### src/rtl/cache_fill_ctrl.sv
// cache_fill_ctrl
//   Fills one cache line after a miss. Issues WORDS single-word reads on an
//   address/grant memory port, collects the in-order read data into word
//   slots, then offers the packed line to the cache array on a valid/ready
//   handshake.
//
// Ports
//   clk, rst_n                 clock, async active-low reset
//   miss_req, miss_addr        fill request (held until miss_ack) + byte addr
//   miss_ack                   one-cycle accept pulse
//   mem_req, mem_addr, mem_gnt word read address channel
//   mem_rvalid, mem_rdata      in-order read data return
//   line_valid, line_data,
//   line_addr, line_ready      assembled line to the cache array
//   busy                       controller not idle
//   protocol_err               sticky: read data with no read outstanding

// One word slot of the line buffer; written when its index is next to fill.
module cfc_word_slot #(
   parameter int WORD_W = 32
) (
   input  logic              clk,
   input  logic              rst_n,
   input  logic              wr,
   input  logic [WORD_W-1:0] d,
   output logic [WORD_W-1:0] q
);
   always_ff @(posedge clk or negedge rst_n) begin
      if (!rst_n)  q <= '0;
      else if (wr) q <= d;
   end
endmodule

module cache_fill_ctrl #(
   parameter int ADDR_W = 32,
   parameter int WORD_W = 32,
   parameter int WORDS  = 8,
   localparam int LINE_W = WORDS * WORD_W
) (
   input  logic              clk,
   input  logic              rst_n,
   input  logic              miss_req,
   input  logic [ADDR_W-1:0] miss_addr,
   output logic              miss_ack,
   output logic              mem_req,
   output logic [ADDR_W-1:0] mem_addr,
   input  logic              mem_gnt,
   input  logic              mem_rvalid,
   input  logic [WORD_W-1:0] mem_rdata,
   output logic              line_valid,
   output logic [LINE_W-1:0] line_data,
   output logic [ADDR_W-1:0] line_addr,
   input  logic              line_ready,
   output logic              busy,
   output logic              protocol_err
);
   localparam int CNT_W = $clog2(WORDS) + 1;
   localparam int OFF_W = $clog2(WORDS * WORD_W / 8);
   localparam int BPW   = WORD_W / 8;

   typedef enum logic [1:0] {IDLE, FILL, PRESENT} state_t;

   state_t                        state, state_nxt;
   logic [CNT_W-1:0]              issue_cnt, recv_cnt;
   logic [ADDR_W-1:0]             base;
   logic [WORDS-1:0][WORD_W-1:0]  words;
   logic                          accept, issue, take, err_hit, last_word;

   assign last_word = (recv_cnt == CNT_W'(WORDS - 1));

   always_comb begin
      state_nxt = state;
      accept    = 1'b0;
      issue     = 1'b0;
      take      = 1'b0;
      err_hit   = 1'b0;
      case (state)
         IDLE: begin
            accept  = miss_req;
            err_hit = mem_rvalid;
            if (miss_req) state_nxt = FILL;
         end
         FILL: begin
            issue   = mem_req && mem_gnt;
            // Only data for a read granted on an earlier edge is accepted.
            take    = mem_rvalid && (recv_cnt < issue_cnt);
            err_hit = mem_rvalid && !take;
            if (take && last_word) state_nxt = PRESENT;
         end
         PRESENT: begin
            err_hit = mem_rvalid;
            if (line_ready) state_nxt = IDLE;
         end
         default: state_nxt = IDLE;
      endcase
   end

   // Address is derived from the counter so it holds by itself while ungranted.
   assign mem_req    = (state == FILL) && (issue_cnt < CNT_W'(WORDS));
   assign mem_addr   = base + (ADDR_W'(issue_cnt) * ADDR_W'(BPW));
   assign line_valid = (state == PRESENT);
   assign busy       = (state != IDLE);
   assign line_data  = words;

   always_ff @(posedge clk or negedge rst_n) begin
      if (!rst_n) begin
         state        <= IDLE;
         miss_ack     <= 1'b0;
         issue_cnt    <= '0;
         recv_cnt     <= '0;
         base         <= '0;
         line_addr    <= '0;
         protocol_err <= 1'b0;
      end else begin
         state    <= state_nxt;
         miss_ack <= accept;
         if (accept) begin
            base      <= {miss_addr[ADDR_W-1:OFF_W], OFF_W'(0)};
            issue_cnt <= '0;
            recv_cnt  <= '0;
         end
         if (issue) issue_cnt <= issue_cnt + 1'b1;
         if (take)  recv_cnt  <= recv_cnt + 1'b1;
         if (take && last_word) line_addr <= base;
         if (err_hit) protocol_err <= 1'b1;
      end
   end

   for (genvar i = 0; i < WORDS; i++) begin : g_slot
      cfc_word_slot #(.WORD_W(WORD_W)) u_slot (
         .clk   (clk),
         .rst_n (rst_n),
         .wr    (take && (recv_cnt == CNT_W'(i))),
         .d     (mem_rdata),
         .q     (words[i])
      );
   end
endmodule
### config.mk
export PLATFORM = sky130hd
export DESIGN_NAME = cache_fill_ctrl
export DESIGN_NICKNAME = d
export VERILOG_FILES = /design/src/rtl/cache_fill_ctrl.sv
export SDC_FILE = /design/constraint.sdc
export NUM_CORES = 1
export LEC_CHECK = 0
export CORE_ASPECT_RATIO = 1.4
export CORE_MARGIN = 2
export CORE_UTILIZATION = 35
export DETAILED_ROUTE_END_ITERATION = 7
export PLACE_DENSITY = 0.66
export SYNTH_ARGS = -nofsm -noshare
export SYNTH_HDL_FRONTEND = slang
export SYNTH_HIERARCHICAL = 1
export SYNTH_SLANG_ARGS = --single-unit
export TNS_END_PERCENT = 5
### constraint.sdc
create_clock -name clk -period 6.5 [get_ports clk]
set_input_delay 0.975 -clock clk [delete_from_list [all_inputs] [get_ports clk]]
set_output_delay 0.975 -clock clk [all_outputs]
set_load 0.005 [all_outputs]
==> results.md <==
- Status: complete, no violations
- TritonCTS buffer count: 35
- WS Path Type: flip-flop to primary output
- Via density per instance: 4.62
- DRC Markers: 0
- Clock sinks: 322
- Routed len/inst: between 20 and 25 µm
- CTS tree: yes
- GPL Wtd Cong: 0.759
- Hold Crit Class: primary input to async pin
- Post-Syn Area: around 14000 µm²
- CP startpoint: issue_cnt[3]$_DFFE_PN0P_
- Critical Path End Type: primary output
- Worst Tran Pin Value: about 1.1 ns
- Area of the die: 42300 µm²
- Vias in the first global route: approximately 9000
- H-tree Lvls: 2
- Largest family of logic cells by synthesized area: multiplexers
- Count leader, synth: dfrtp_1
- Mean Syn Cell Area: 16.1 µm²
- Port bufs: 382
- Multiplexer share of the synthesized area: 0.292
- Chip Height: 242 µm
- Total vias in the final route: about 8400
- Post-Synth Simple-Gate Area: 0.0523
- Combinational group share of total power: 0.416
- Total GRT Usage: 0.180
- First DRT Iteration DRCs: 356
- RSZ-0062 raised after global routing: no
- Max Buffers Root-to-Sink: 3
- NetSw: 2.63 mW
- # IOs: 395
- WL final: 38200 µm
- Die width: between 150 and 200 µm
- Synth cell types: 45
- Worst path required time: 5.52 ns
- Clk_lat worst skew: approximately 0.53 ns
- P&R area growth vs syn: 35.3%
- Pleak: 8.62 nW
- Crit path time final: between 4 and 5 ns
- Global-route wire length before repair: 58700 µm
- Finished layout cell area: 19200 µm²
- Fin Setup TNS: 0 ns
- CP Data Arrival Time: 3.18 ns
- Clock power frac: 0.211
- HPWL after detailed placement: 25400 µm
- Layout cells sized above 1: 0.284
- Final Hold Vio Count: 0
- Commonest cells post-synth: 322 x dfrtp_1, 250 x mux2_4, 92 x nand2_1, 34 x mux2_2, 25 x buf_12
- Asr flop ratio synth: 1.00
- # setup viols final: 0
- Post_cts resized: 0
- Reg power frac: 0.373
- Primary FF master, synth: dfrtp_1
- Final nets: 1345
- Core area: 40200 µm²
- Row count: slightly below 90
- Cts hold-fix bufs: 0
- Synthesized flop and latch total: 322
- Top post-synthesis cells by area: dfrtp_1 57%, mux2_4 26%, buf_12 3.5%
- Synth area leader: dfrtp_1
- Normalized max-slew margin: 0.292
- Post-synthesis adder-cell area fraction: 0.00881
- Fin. max-slew vios: 0
- Post-synth EDFFs: 0
- CP Launch Type: flip-flop
- Fillers: 3468
- Largest net degree at the start of global routing: around 170
- Synth Area in XOR/XNOR: 0.0160
- Max Clock Freq: 240 MHz
- VDD IR max: 0.197 mV
- Antenna violations before repair: 1
- Clock transition at path regs: 0.06 ns
- Critical Path Fanout Max: 8
- Synth Instances: 882
- Top cell type's share of synthesized area: 0.567
- Synth warn: 6
- Dpl cell area: 18100 µm²
- DRT Pass-1 Iters: 4
- Max-Cap Viols: 0
- Fin crit share: 0.640
- Post-route clock skew: 0.0154 ns
- Grt ovf: 0
- DRT antenna net count: 0
- Switch share: 0.287
- Starting density of the core: 0.354
- Post-CTS Setup Bufs: 0
- Root Buffer: clkbuf_16
- Pint: 6.51 mW
- Synth Area in Compound Gates: 0.00986
- Power density over the cells: 475 nW/µm²
- Total power: slightly above 9 mW
- RR Startpoint: recv_cnt[3]$_DFFE_PN0P_
- Register area share after synthesis: 0.567
- Final core utilization: 0.479
power groups by stage:
stage | registers, mW | clock network (mW) | logic, mW
floorplan | 3.38 | 0 | 1.77
global placement | 3.40 | 0 | 3.81
detailed placement | 3.42 | 0 | 3.85
CTS | 3.41 | 2.00 | 3.87
global route | 3.52 | 2.08 | 4.04
finish | 3.41 | 1.93 | 3.80
critical path, cell delays in order (launching register included):
cell and delay (ns):
dfrtp_1 0.41, ha_1 0.24, ha_1 0.22, nand4_1 0.19
nor2_1 0.64, nand4_1 0.23, xnor2_1 0.21, clkdlybuf4s50_1 0.54
logic make-up (layout without fill, tap and decap cells):
group,count (synthesis),after routing
and+or+nand+nor,154,154
xor gates and xnor gates,26,26
muxes,285,285
buffers and inverters,66,469
other,1,8
DFF,322,322
adders and majority gates,10,10
AOI/OAI and AO/OA,18,18
state kept, by name (all words and copies together) (netlist names):
register and cells:
line_addr 27, issue_cnt 4, miss_ack 1, base 27
protocol_err 1, recv_cnt 4, state 2, g_slot.u_slot/q 256
layout by cell type, fill, tap and decap left out, types with 2 or more instances in the layout:
master and count:
and4_1 2, o211ai_1 3, clkdlybuf4s50_1 381, nand2_1 92, inv_6 2, and4b_2 3, ha_1 10, conb_1 7
clkinv_2 8, clkbuf_8 6, xor2_1 6, a21o_1 2, nand4_1 9, clkbuf_16 36, clkbuf_1 8, dfrtp_1 322
nor2_1 11, inv_1 11, clkinvlp_4 2, nand2b_1 2, xnor2_1 20, and3_1 6, o31ai_1 2, buf_4 12
mux2_4 250, o21ai_0 4, nand3_1 15, mux2_2 34, and2_2 4
path summary, 6_finish.rpt:
kind                                                      endpoint  cells after the start  slack [ns]
worst max-delay path                                  mem_addr[29]                      7        2.34
worst max register to register  g_slot[6].u_slot/q[31]$_DFFE_PN0P_                      7        3.07
max in group asynchronous        g_slot[4].u_slot/q[5]$_DFFE_PN0P_                      2        4.51
worst min register to register                 base[5]$_DFFE_PN0P_                      2        0.50
min in group clk                               base[5]$_DFFE_PN0P_                      2        0.50
worst min-delay path            g_slot[1].u_slot/q[25]$_DFFE_PN0P_                      1        0.46
cell type report:
class / count / area [µm²] / area share
Tap cell: 534 / 668 / 0.0347
Clock buffer: 50 / 1010 / 0.0527
Multi-Input combinational cell: 500 / 5420 / 0.282
Inverter: 11 / 41.3 / 0.00215
Antenna cell: 1 / 2.50 / 0.000130
Clock inverter: 13 / 88.8 / 0.00462
Sequential cell: 322 / 8060 / 0.419
Timing Repair Buffer: 395 / 3940 / 0.205
through the flow:
| step | setup WS [ns] | hold WS [ns] | cells |
|---|---|---|---|
| finish | 2.34 | 0.459 | 1826 |
| floorplan | 3.98 | 0.466 | 888 |
| CTS | 2.30 | 0.496 | 1825 |
| detailed placement | 2.58 | 0.490 | 1762 |
| global placement | 2.64 | 0.483 | 1762 |
| global route | 2.08 | 0.515 | 1826 |
routing by layer:
layer,global-route usage,up-vias,share of wire
met4,0.0623,0,0.029
met1,0.219,4343,0.41
met3,0.0295,62,0.044
met2,0.319,254,0.52
li1,-,3786,-
met5,0,-,0
Power figures use the tool's default switching activity.
